$ cat src/rtl/indicadores_eventos.sv
// Purpose: turns abertura/bandeira event pulses into stretched LED flashes, saturating BCD counters on HEX0..HEX3, and a debug heartbeat on LEDR[9].
// Latency: 1 cycle from event to LEDR[1:0] and to the HEX digits; the first heartbeat toggle lands BLINK_CYCLES cycles after debug rises.
// Backpressure: none; every cycle with an input high is one event and is always accepted.
//
// Ports:
//   clk, reset        system clock; synchronous active-high reset
//   abertura          open-cell event pulse  -> LEDR[0], HEX1:HEX0 count
//   bandeira          flag event pulse       -> LEDR[1], HEX3:HEX2 count
//   debug             debug-mode level       -> LEDR[9] heartbeat
//   LEDR[9:0]         active-high LEDs (LEDR[8:2] tied low)
//   HEX0..HEX3        active-low 7-segment digits, bit order gfedcba
module indicadores_eventos #(
    parameter int STRETCH_CYCLES = 5000000,
    parameter int BLINK_CYCLES   = 25000000
) (
    input  logic       clk,
    input  logic       reset,
    input  logic       abertura,
    input  logic       bandeira,
    input  logic       debug,
    output logic [9:0] LEDR,
    output logic [6:0] HEX0,
    output logic [6:0] HEX1,
    output logic [6:0] HEX2,
    output logic [6:0] HEX3
);

    localparam int SW = $clog2(STRETCH_CYCLES + 1);
    // A 1-cycle blink period still needs a 1-bit counter.
    localparam int BW = (BLINK_CYCLES > 1) ? $clog2(BLINK_CYCLES) : 1;

    localparam logic [SW-1:0] STRETCH_LOAD = SW'(STRETCH_CYCLES);
    localparam logic [BW-1:0] BLINK_LAST   = BW'(BLINK_CYCLES - 1);

    logic [SW-1:0] ab_stretch;
    logic [SW-1:0] bd_stretch;
    logic [7:0]    ab_bcd;      // {tens, units}
    logic [7:0]    bd_bcd;
    logic [BW-1:0] blink_cnt;
    logic          blink_phase;

    // Two-digit BCD increment that sticks at 99 instead of wrapping.
    function automatic logic [7:0] bcd_inc(input logic [7:0] v);
        logic [7:0] r;
        if (v == 8'h99) begin
            r = v;
        end else if (v[3:0] == 4'd9) begin
            r = {v[7:4] + 4'd1, 4'd0};
        end else begin
            r = {v[7:4], v[3:0] + 4'd1};
        end
        return r;
    endfunction

    function automatic logic [6:0] seg7(input logic [3:0] d);
        logic [6:0] s;
        case (d)
            4'd0:    s = 7'b1000000;
            4'd1:    s = 7'b1111001;
            4'd2:    s = 7'b0100100;
            4'd3:    s = 7'b0110000;
            4'd4:    s = 7'b0011001;
            4'd5:    s = 7'b0010010;
            4'd6:    s = 7'b0000010;
            4'd7:    s = 7'b1111000;
            4'd8:    s = 7'b0000000;
            4'd9:    s = 7'b0010000;
            default: s = 7'b1111111;
        endcase
        return s;
    endfunction

    // Pulse stretchers: reload on every event so retriggers extend the flash without a gap.
    always_ff @(posedge clk) begin
        if (reset) begin
            ab_stretch <= '0;
            bd_stretch <= '0;
        end else begin
            if (abertura) begin
                ab_stretch <= STRETCH_LOAD;
            end else if (ab_stretch != '0) begin
                ab_stretch <= ab_stretch - SW'(1);
            end
            if (bandeira) begin
                bd_stretch <= STRETCH_LOAD;
            end else if (bd_stretch != '0) begin
                bd_stretch <= bd_stretch - SW'(1);
            end
        end
    end

    // Event counters.
    always_ff @(posedge clk) begin
        if (reset) begin
            ab_bcd <= 8'h00;
            bd_bcd <= 8'h00;
        end else begin
            if (abertura) begin
                ab_bcd <= bcd_inc(ab_bcd);
            end
            if (bandeira) begin
                bd_bcd <= bcd_inc(bd_bcd);
            end
        end
    end

    // Heartbeat: held cleared while debug is low so every debug-on starts with the same phase.
    always_ff @(posedge clk) begin
        if (reset || !debug) begin
            blink_cnt   <= '0;
            blink_phase <= 1'b0;
        end else if (blink_cnt == BLINK_LAST) begin
            blink_cnt   <= '0;
            blink_phase <= ~blink_phase;
        end else begin
            blink_cnt <= blink_cnt + BW'(1);
        end
    end

    // The phase register clears one cycle after debug falls; gating with debug
    // keeps the LED dark during that first debug-low cycle too.
    assign LEDR[0]   = (ab_stretch != '0);
    assign LEDR[1]   = (bd_stretch != '0);
    assign LEDR[8:2] = 7'b0;
    assign LEDR[9]   = blink_phase & debug;

    assign HEX0 = seg7(ab_bcd[3:0]);
    assign HEX1 = seg7(ab_bcd[7:4]);
    assign HEX2 = seg7(bd_bcd[3:0]);
    assign HEX3 = seg7(bd_bcd[7:4]);

endmodule

$ cat config.mk
export PLATFORM = sky130hd
export DESIGN_NAME = indicadores_eventos
export DESIGN_NICKNAME = d
export VERILOG_FILES = /design/src/rtl/indicadores_eventos.sv
export SDC_FILE = /design/constraint.sdc
export NUM_CORES = 1
export LEC_CHECK = 0
export CORE_AREA = 4 4 114 116
export DETAILED_ROUTE_END_ITERATION = 8
export DIE_AREA = 0 0 118 120
export HOLD_SLACK_MARGIN = 0.15
export PLACE_DENSITY_LB_ADDON = 0.2
export SYNTH_ARGS = -nofsm -noshare
export SYNTH_HDL_FRONTEND = slang
export SYNTH_SLANG_ARGS = --single-unit
export TNS_END_PERCENT = 30
$ cat constraint.sdc
create_clock -name clk -period 5.6 [get_ports clk]
set_input_delay 1.12 -clock clk [delete_from_list [all_inputs] [get_ports clk]]
set_output_delay 1.12 -clock clk [all_outputs]
set_load 0.03 [all_outputs]
==> Yosys cells after proc, flatten, opt, wreduce, memory -nomap -nowiden <==
Memory sizes are Yosys's and may differ from the RTL's. A register that Yosys moved wholly into a read port is not among the register bits.
Index checks and enable logic that the tools add are counted.
Widths: inputs -> output; s select.
{ "word_totals": {"output_inout_bits": 38, "mem_count": 4, "inputBits": 5, "register_bits": 88, "rom_bits": 448, "wordCells": 57} }
{ "op_classes": {"eq_ne": 5, "n_addsub": 7, "muxes": 14, "n_bitwise": 4, "n_reduce_logical": 13} }
{ "mem_list": {"columns": ["name", "words", "width", "rd", "rd_clocked_by_memory_dff", "write_ports", "line_no", "rtl"], "rows": [
  ["(no name shown)", 16, 7, 1, 1, 0, "57", "case (d)"],
  ["(no name shown)", 16, 7, 1, 1, 0, "57", null],
  ["(no name shown)", 16, 7, 1, 1, 0, "57", null],
  ["(no name shown)", 16, 7, 1, 1, 0, "57", null]
]} }
{ "ops": {"columns": ["cell", "n"], "rows": [
  ["$mux 23", 4],
  ["$reduce_bool 23->1", 2],
  ["$sub 23x1->23 const B", 2],
  ["$mux 4", 10],
  ["$add 25x1->25 const B", 1],
  ["$eq 25x25->1 const B", 1],
  ["$add 4x1->4 const B", 4],
  ["$eq 8x8->1 const B", 2],
  ["$eq 4x4->1 const B", 2],
  ["$reduce_and 3->1", 2],
  ["$reduce_or 2->1", 3],
  ["$reduce_and 2->1", 2],
  ["$reduce_bool 2->1", 2],
  ["$not 1->1", 3],
  ["$and 1x1->1", 1],
  ["$logic_not 1->1", 1],
  ["$logic_or 1x1->1", 1]
]} }

==> Logic depth before layout (Yosys ltp) <==
Gate-level depths: netlist (run 1).
{ "logic_depth": {"ltp_word": 5, "depth_mapped": 13, "ltp_nobuf": 12} }

==> Least setup slack after synthesis (run 1) <==
OpenSTA, ideal clock, no wires.
{ "synth_path": {"path_kind": "input to register", "startpoint": "in bandeira", "endpoint": "reg, netlist name HEX3[4]", "required_time_ns": 5.509, "slack_ns": 2.467, "cell_stages": 10, "setup_ns": 0.091, "path_buffers": 2, "t_arrival_ns": 3.042, "cell_sequence": "and4b_1 -> clkbuf_1 -> and2_1 -> buf_2 -> a211oi_1 -> inv_1 -> ha_1 -> o21ai_0 -> a31oi_1 -> a311oi_1"} }
{ "synth_via": {"elab_chain_cells": 3} }
{ "synth_lines": {"columns": ["element", "line_no", "rtl"], "rows": [
  ["from (decl)", "19", "input logic bandeira,"],
  ["$reduce_and 3->1 (no line)", null, null],
  ["$mux 4 (no line) (2 in series)", null, null]
]} }
No other way between the ends.
A chain may end at the register's enable or synchronous reset.

==> Final worst setup path (run 1) <==
{ "layout_path": {"startpoint": "reg ab_stretch[0]", "endpoint": "out LEDR[0]"} }
{ "layout_via": {"elab_chain_cells": 1} }
{ "layout_lines": {"columns": ["element", "line_no", "rtl"], "rows": [
  ["from (decl)", "35", "logic [SW-1:0] ab_stretch;"],
  ["from (signal assigned)", "82", "ab_stretch <= ab_stretch - SW'(1);"],
  ["$reduce_bool 23->1", "122", "assign LEDR[0] = (ab_stretch != '0);"],
  ["to (decl)", "21", "output logic [9:0] LEDR,"]
]} }
No other way between the ends.

==> impl.org, run 1 <==
** Outcome
- Result of the run :: finished, final reports clean

** Pwr
- IR analysis of the VDD net gives a maximum drop of 0.223 mV.
- Leak Pwr :: 0.00265 µW
- The analysis attributes to net switching a power of 567 µW.
- Power Density :: 325 nW/µm²
- Flop pwr share :: 0.394
- Power share of the clock group :: 0.484
- The internal power of the cells totals 1720 µW.
- Of the total power, the share spent switching nets is 0.248.
- Combinational share of power :: 0.122

** Synthesis
- The share of synthesized area in the top cell type comes to 0.384.
- For this run, the leading register cell type out of synthesis is sky130_fd_sc_hd__dfxtp_1.
- Largest area contributor in the synthesized netlist :: sky130_fd_sc_hd__dfxtp_1
- Number of enable-type register cells in the synthesized netlist :: 0
- Dominant combinational cell family by area after synthesis :: simple AND/OR/NAND/NOR gates
- The area fraction in compound gates after synthesis was 0.133.
- Syn_area_per_cell :: 8.70 µm²
- The cell count after synthesis came out at 694.
- Async S/R FF share, synth :: 0
- Count of warnings emitted by yosys :: 0
- Fraction of synthesized area in multiplexers :: 0.0217
- Post-synthesis sequential area ratio :: 0.384
- Yosys mapped the design onto 71 distinct sky130hd cell types.
- Xor and xnor area share after synthesis :: 0.0884
- Number of synthesized register bits :: 116
- Area share of fa/ha/maj cells after synthesis :: 0.0684
- Of the total synthesized cell area, the portion taken by AND, OR, NAND and NOR gates is 0.250.
- By area the synthesized netlist is led by sky130_fd_sc_hd__dfxtp_1, sky130_fd_sc_hd__ha_1, sky130_fd_sc_hd__xnor2_1.
- After synthesis the cells add up to 6040 µm².

** Critical path
- Critical R2R Capture :: HEX3[4]$_DFF_P_
- At the worst endpoint, the required time is 4480 ps.
- CP Class :: reg2out
- Path depth of the worst reg2reg path :: 10
- The worst setup path is captured at an output port.
- Launching point of the worst reg2reg path :: bd_bcd[1]$_SDFFE_PP0N_
- Type of origin of the critical path :: register
- Data arrives at the worst endpoint at 2860 ps.
- Worst reg2reg setup slack :: 2720 ps
- Maximum net fanout on the critical path :: 10

** Routing
- Avg Vias per Cell :: 5.66
- Number of DRC markers after the initial detailed-route iteration :: 283
- For this run, design rule violations remaining after detail routing come to 0.
- Via count :: 4979
- First-pass detailed-route iteration total :: 4
- DRT Wirelength :: 12.8 mm
- The count of nets left with antenna violations once routing finished came out at 0.
- After detailed routing, the average wire length per cell comes to 14.5 µm.

** GRT
- The number of antenna violations at the first check in global routing is 0.
- Maximum number of pins on one net before global-route repair :: 49
- Across every metal layer, demand over resource in global routing totals 0.183.
- The number of global-route vias before repair is 4697.
- The total overflow left after global routing is 0.
- Global-route wire length before repair :: 21.5 mm

** Hold path
- The worst hold path terminates at blink_cnt[0]$_SDFF_PP0_.
- Min-delay worst type :: reg2reg
- The worst hold path begins at blink_cnt[0]$_SDFF_PP0_.
- Cell count of the worst hold path :: 1

** Clock tree
- The tree is rooted in a sky130_fd_sc_hd__clkbuf_16.
- Clk_lat worst skew :: 410 ps
- Largest buffer count on any clock path :: 2
- The H-tree was split into 4 levels.
- TritonCTS clock tree :: built
- Cts bufs inserted :: 17
- Clock-pin slew on the worst setup and hold paths :: 50 ps
- Hold repair after CTS inserted 0 buffers.
- Clock sink total :: 116
- Post-CTS timing repair inserted 0 buffers for setup.
- Count of instances resized after the clock tree is built :: 0

** Floorplan
- The floorplan step set the die width to 118 µm.
- Row generation in the floorplan step produced 40 rows.
- The core region is 11900 µm².
- Area enclosed by the die boundary :: 14200 µm²
- Measured along the y axis, the die boundary spans 120 µm.
- Ports placed on the boundary :: 43
- Effective utilization at floorplan :: 0.507

** Final layout
- From synthesis to final layout, the design area changed by 16.3%.
- Antenna cell count :: 0
- Layout cells sized above 1 :: 0.0723
- Number of nets in the finished design :: 758

** Timing
- Total negative setup slack :: 0 ps
- Transition at the pin with the smallest max-transition slack :: 668 ps
- Final min period :: 3980 ps
- The worst pin sits at a relative slew slack of 0.552.
- Timing would allow up to 251 MHz.
- On the final layout, the worst clock skew is 10.9 ps.
- Final setup margin :: 1620 ps
- Number of pins exceeding their max-slew limit in the final report :: 0
- Final critical-path share of the clock period :: 0.711
- Setup violations remaining at the end of the flow were counted as 0.
- Unrepaired setup endpoints after global routing :: no
- Hold Vio Cnt, Final :: 0

** Flow run
- Max_cap viols :: 0

** Placement
- During placement, the flow inserted port buffers numbering 35.
- Before CTS, the worst setup slack after placement is 1570 ps.
- Once detailed placement completed, the half-perimeter wirelength came to 8.75 mm.
- The congestion estimate from routability-driven global placement came to 0.881.
-- power groups by stage --
stage / registers, µW / clock network [µW] / logic [µW]
finish: 900 / 1110 / 279
global route: 904 / 1170 / 312
CTS: 899 / 1130 / 280
detailed placement: 915 / 0 / 277
global placement: 914 / 0 / 269
floorplan: 926 / 0 / 203
-- worst max-delay path: stages, from the launching register on --
cell and delay, ps:
sky130_fd_sc_hd__dfxtp_1 340, sky130_fd_sc_hd__inv_1 90, sky130_fd_sc_hd__ha_1 160, sky130_fd_sc_hd__or4b_1 520, sky130_fd_sc_hd__nor4_4 460, sky130_fd_sc_hd__nand2_1 230, sky130_fd_sc_hd__clkdlybuf4s50_1 640
-- state kept, by name, summed over array words and instances (netlist names) --
name,cells
HEX0,7
HEX1,7
HEX2,7
HEX3,7
ab_bcd,8
ab_stretch,23
bd_bcd,8
bd_stretch,23
blink_cnt,25
blink_phase,1
-- per-layer routing --
metal	GRT usage	vias to the layer above	routed length, µm	part of all wire
li1	-	2500	-	-
met1	0.224	2353	5890	0.46
met2	0.300	112	6190	0.48
met3	0.0646	14	512	0.040
met4	0.0593	0	163	0.013
met5	0	-	0	0
-- worst max-delay path by stage --
stage                     slack (ps)                       start  depth (start not counted)         endpoint
final                           1620  ab_stretch[0]$_SDFFE_PP0P_                          6          LEDR[0]
after global routing            1450  bd_stretch[0]$_SDFFE_PP0P_                          6          LEDR[1]
after CTS                       1590  bd_stretch[0]$_SDFFE_PP0P_                          6          LEDR[1]
after detailed placement        1570                    bandeira                          9  HEX3[4]$_DFF_P_
after global placement          1700                    bandeira                          9  HEX3[4]$_DFF_P_
after floorplan                 2470                    bandeira                         10  HEX3[4]$_DFF_P_
-- logic make-up after synthesis --
family	after synthesis
simple gates	274
fa+ha+maj	33
flops	116
xor+xnor	61
buf+inv	69
compound gates	127
mux	13
other cells	1
-- cell usage in the layout, fill, tap and decap left out, types with 7 or more instances in the layout --
cell and count:
sky130_fd_sc_hd__a21oi_1 36, sky130_fd_sc_hd__nor4_1 14, sky130_fd_sc_hd__ha_1 33, sky130_fd_sc_hd__clkdlybuf4s50_1 35, sky130_fd_sc_hd__xnor2_1 37, sky130_fd_sc_hd__dfxtp_1 116, sky130_fd_sc_hd__xor2_1 24, sky130_fd_sc_hd__nand4_1 11
sky130_fd_sc_hd__mux2i_1 12, sky130_fd_sc_hd__nor3_1 24, sky130_fd_sc_hd__a31oi_1 10, sky130_fd_sc_hd__a211oi_1 8, sky130_fd_sc_hd__conb_1 7, sky130_fd_sc_hd__and3_1 10, sky130_fd_sc_hd__clkbuf_16 17, sky130_fd_sc_hd__nand2_1 35
sky130_fd_sc_hd__nand3_1 22, sky130_fd_sc_hd__or3_1 9, sky130_fd_sc_hd__nor2_1 83, sky130_fd_sc_hd__inv_1 33, sky130_fd_sc_hd__o211ai_1 9, sky130_fd_sc_hd__o21ai_0 29
-- metrics by stage --
| stage | std cells | hold slack (ps) | cell area, µm² | power, µW | utilization |
|---|---|---|---|---|---|
| finish | 880 | 444 | 7030 | 2280 | 0.590 |
| global route | 880 | 462 | 7030 | 2390 | 0.590 |
| CTS | 880 | 441 | 7030 | 2310 | 0.590 |
| detailed placement | 848 | 432 | 6410 | 1190 | 0.539 |
| global placement | 848 | 428 | 6410 | 1180 | 0.539 |
| floorplan | 700 | 413 | 6060 | 1130 | - |
-- cell usage after synthesis (3+ instances only) --
master,n
sky130_fd_sc_hd__nor4b_1,4
sky130_fd_sc_hd__or3_2,3
sky130_fd_sc_hd__nand4_1,11
sky130_fd_sc_hd__xnor2_1,37
sky130_fd_sc_hd__o21ai_0,29
sky130_fd_sc_hd__o31ai_1,4
sky130_fd_sc_hd__and4b_1,4
sky130_fd_sc_hd__a31oi_1,10
sky130_fd_sc_hd__o21ai_1,3
sky130_fd_sc_hd__inv_1,33
sky130_fd_sc_hd__o21a_1,4
sky130_fd_sc_hd__or4_1,5
sky130_fd_sc_hd__xor2_1,24
sky130_fd_sc_hd__dfxtp_1,116
sky130_fd_sc_hd__nor2b_1,5
sky130_fd_sc_hd__nand3_1,22
sky130_fd_sc_hd__and3_1,10
sky130_fd_sc_hd__nand3b_1,4
sky130_fd_sc_hd__nor3_1,24
sky130_fd_sc_hd__buf_4,8
sky130_fd_sc_hd__nor3b_1,3
sky130_fd_sc_hd__mux2i_1,12
sky130_fd_sc_hd__a211oi_1,8
sky130_fd_sc_hd__nor4_2,3
sky130_fd_sc_hd__nor2_1,83
sky130_fd_sc_hd__a21oi_1,36
sky130_fd_sc_hd__and3b_1,4
sky130_fd_sc_hd__nor4_1,14
sky130_fd_sc_hd__ha_1,33
sky130_fd_sc_hd__or2_2,5
sky130_fd_sc_hd__nand4b_1,6
sky130_fd_sc_hd__nand2_1,35
sky130_fd_sc_hd__and2_1,6
sky130_fd_sc_hd__or3_1,9
sky130_fd_sc_hd__clkbuf_1,22
sky130_fd_sc_hd__o211ai_1,9
-- final cells by class --
| type | count | area [µm²] |
|---|---|---|
| clock buffer | 23 | 488 |
| clock inverter | 9 | 125 |
| fill | 1040 | 4880 |
| inverter | 34 | 128 |
| multi-input combinational | 515 | 3420 |
| sequential | 116 | 2320 |
| tap | 147 | 184 |
| timing repair buffer | 36 | 358 |
No activity file was read; power rests on OpenSTA's default activity.
==> inputs of run 2 (changes only) <==
==> constraint.sdc (replaced) <==
create_clock -name clk -period 3.77 [get_ports clk]
set_input_delay 0.754 -clock clk [delete_from_list [all_inputs] [get_ports clk]]
set_output_delay 0.754 -clock clk [all_outputs]
set_load 0.03 [all_outputs]
==> run 2 against run 1 <==
- register-to-register slack got worse by 1600 ps
- die area is the same
- wire length fell by 1.2%
- hold slack improved by 3.9 ps
- final cell count up 0.57%
- via count fell by 0.98%
- clock-buffer cell count grew 2
- critical path depth is 1 higher
- sequential power grew 49%
- clock skew shrank 2.0 ps
- setup slack got worse by 1300 ps
- combinational power rose by 51%
- critical path type unchanged
- largest cell class unchanged
==> impl.org, run 2 (synthesis results as in run 1) <==
** Outcome
- Result of the run :: finished, final reports clean

** Floorplan
- From bottom edge to top edge, the die measures 120 µm.
- The initial utilization of the core area, before any placement, comes to 0.507.
- Measured along the x axis, the die boundary spans 118 µm.
- The initialized floorplan defines 40 standard-cell rows.
- 43 I/O pins were placed.
- Placeable core region :: 11900 µm²
- Area enclosed by the die boundary :: 14200 µm²

** Critical path
- Type of origin of the critical path :: register
- STA classifies the critical path endpoint as an output port.
- For the worst setup path, the data required time is 3020 ps.
- Worst reg2reg setup slack :: 1140 ps
- Critical Path AT :: 2690 ps
- By startpoint and endpoint, the worst setup path is classified as reg2out.
- Along the worst path, the maximum fanout reaches 10.

** Clock tree
- The cell sitting at the root of the clock tree is a sky130_fd_sc_hd__clkbuf_16.
- CTS built an H-tree with a depth of 4.
- CTS hold repair buffers :: 0
- After clock tree synthesis, the repair step resized 0 gates.
- TritonCTS built the clock tree.
- Counting the buffers created by CTS gives 17.
- Post-CTS timing repair inserted 0 buffers for setup.
- CTS saw 116 sinks.
- Clock-pin slew was measured on the worst setup and hold paths at 50 ps.
- At the later pin of the worst-skew pair, clock insertion delay measures 420 ps.
- The longest clock path from root to sink contains 2 buffers.

** Timing
- Number of failing setup endpoints in the final timing report :: 0
- Timing would allow up to 291 MHz.
- The hold violation count in the final report is 0.
- After layout, the worst setup slack is 328 ps.
- On the final layout, the worst clock skew is 8.96 ps.
- Subtracting the final worst setup slack from the clock period gives 3440 ps.
- Setup repair after global routing left no endpoint under its margin.
- After routing, the total negative slack on setup checks comes to 0 ps.
- Transition at the pin with the smallest max-transition slack :: 685 ps
- Of the available clock period, the critical path in the final layout requires 0.913.
- In this run the tightest slew margin relative to its limit is 0.541.
- The final-report max-slew violation count was 0.
- Smallest hold slack :: 448 ps

** Pwr
- IR analysis of the VDD net gives a maximum drop of 0.345 mV.
- Leak Pwr :: 0.00270 µW
- Power Density :: 487 nW/µm²

** Final layout
- blink_cnt holds more flip-flops than any other register.
- Leaving out fill and tap cells, the most frequent cell in the layout is sky130_fd_sc_hd__dfxtp_1.
- Number of flip-flops in the largest register :: 25
- Antenna cell count :: 0
- The largest registers in the layout are blink_cnt x25, ab_stretch x23, bd_stretch x23.
- Most frequent cells in the layout :: sky130_fd_sc_hd__dfxtp_1, sky130_fd_sc_hd__nor2_1, sky130_fd_sc_hd__xnor2_1
- Number of nets in the finished design :: 763
- From synthesis to final layout, the design area changed by 17.6%.
- Of the cells placed in the final design, the portion with a size suffix greater than 1 is 0.0799.

** Routing
- Avg Vias per Cell :: 5.57
- Detail Route met2 WL :: 5.95 mm
- DRT Wirelength :: 12.6 mm
- After detailed routing, the average wire length per cell comes to 14.2 µm.
- The detailed router finished its first iteration with 211 violations.
- Antenna viol nets, final :: 0
- Via count :: 4930
- The pre-antenna-repair detailed-routing pass consisted of 5 iterations.
- Residual DRC :: 0
- In this run the top signal layer used is met4.
- Met3 layer wire length in the routed design :: 486 µm
- WL met1 :: 5.93 mm

** Flow run
- Max_cap viols :: 0

** GRT
- Vias in the first global route :: 4723
- Entering global routing, the biggest net connects 49 pins.
- Overflow left after global routing :: 0
- For this run, the total global-route usage over all layers was measured as 0.182.
- Global-route wire length before repair :: 21.3 mm
- The number of antenna violations at the first check in global routing came to 0.

** Placement
- GPL Wtd Cong :: 0.809
- Post-detailed-placement half-perimeter wirelength :: 8.65 mm
- Post-placement worst setup slack :: 525 ps
- Buffers placed on the I/O ports in this run total 35.

** Hold path
- The tightest min-delay check is of the reg2reg type.
## run 2: path summary, 6_finish.rpt
kind,startpoint,endpoint,depth (start not counted)
setup / recovery,ab_stretch[0]$_SDFFE_PP0P_,LEDR[0],7
setup reg to reg,bd_bcd[0]$_SDFFE_PP0N_,HEX3[4]$_DFF_P_,10
hold / removal,blink_cnt[0]$_SDFF_PP0_,blink_cnt[0]$_SDFF_PP0_,1
hold reg to reg,blink_cnt[0]$_SDFF_PP0_,blink_cnt[0]$_SDFF_PP0_,1
## run 2: area by class of cell
class | count | area, µm²
Clock inverter | 7 | 116
Sequential cell | 116 | 2320
Clock buffer | 25 | 526
Multi-Input combinational cell | 515 | 3420
Inverter | 34 | 128
Fill cell | 1030 | 4800
Tap cell | 147 | 184
Timing Repair Buffer | 41 | 408
## run 2: layer usage
layer  global-route usage  up-vias
met3               0.0584       23
met5                    0        -
met2                0.305       94
li1                     -     2516
met4               0.0791        0
met1                0.215     2297
## run 2: through the flow
step,instances,total power (µW),area [µm²],util
floorplan,700,1680,6060,-
global placement,853,1760,6460,0.543
detailed placement,853,1780,6460,0.543
CTS,885,3500,7110,0.597
global route,885,3610,7110,0.597
finish,885,3460,7110,0.597
## run 2: power breakdown
group	total [µW]	internal [µW]	switching, µW
Sequential	1340	1280	53.9
Combinational	422	172	250
Clock	1700	1160	544
Total	3460	2620	848
## run 2: worst max-delay path, cell delays in order (launching register included)
cell	delay (ps)
sky130_fd_sc_hd__dfxtp_1	340
sky130_fd_sc_hd__inv_1	100
sky130_fd_sc_hd__ha_1	170
sky130_fd_sc_hd__or4b_1	520
sky130_fd_sc_hd__nor4_4	160
sky130_fd_sc_hd__buf_4	220
sky130_fd_sc_hd__nand2_1	140
sky130_fd_sc_hd__clkdlybuf4s50_1	630
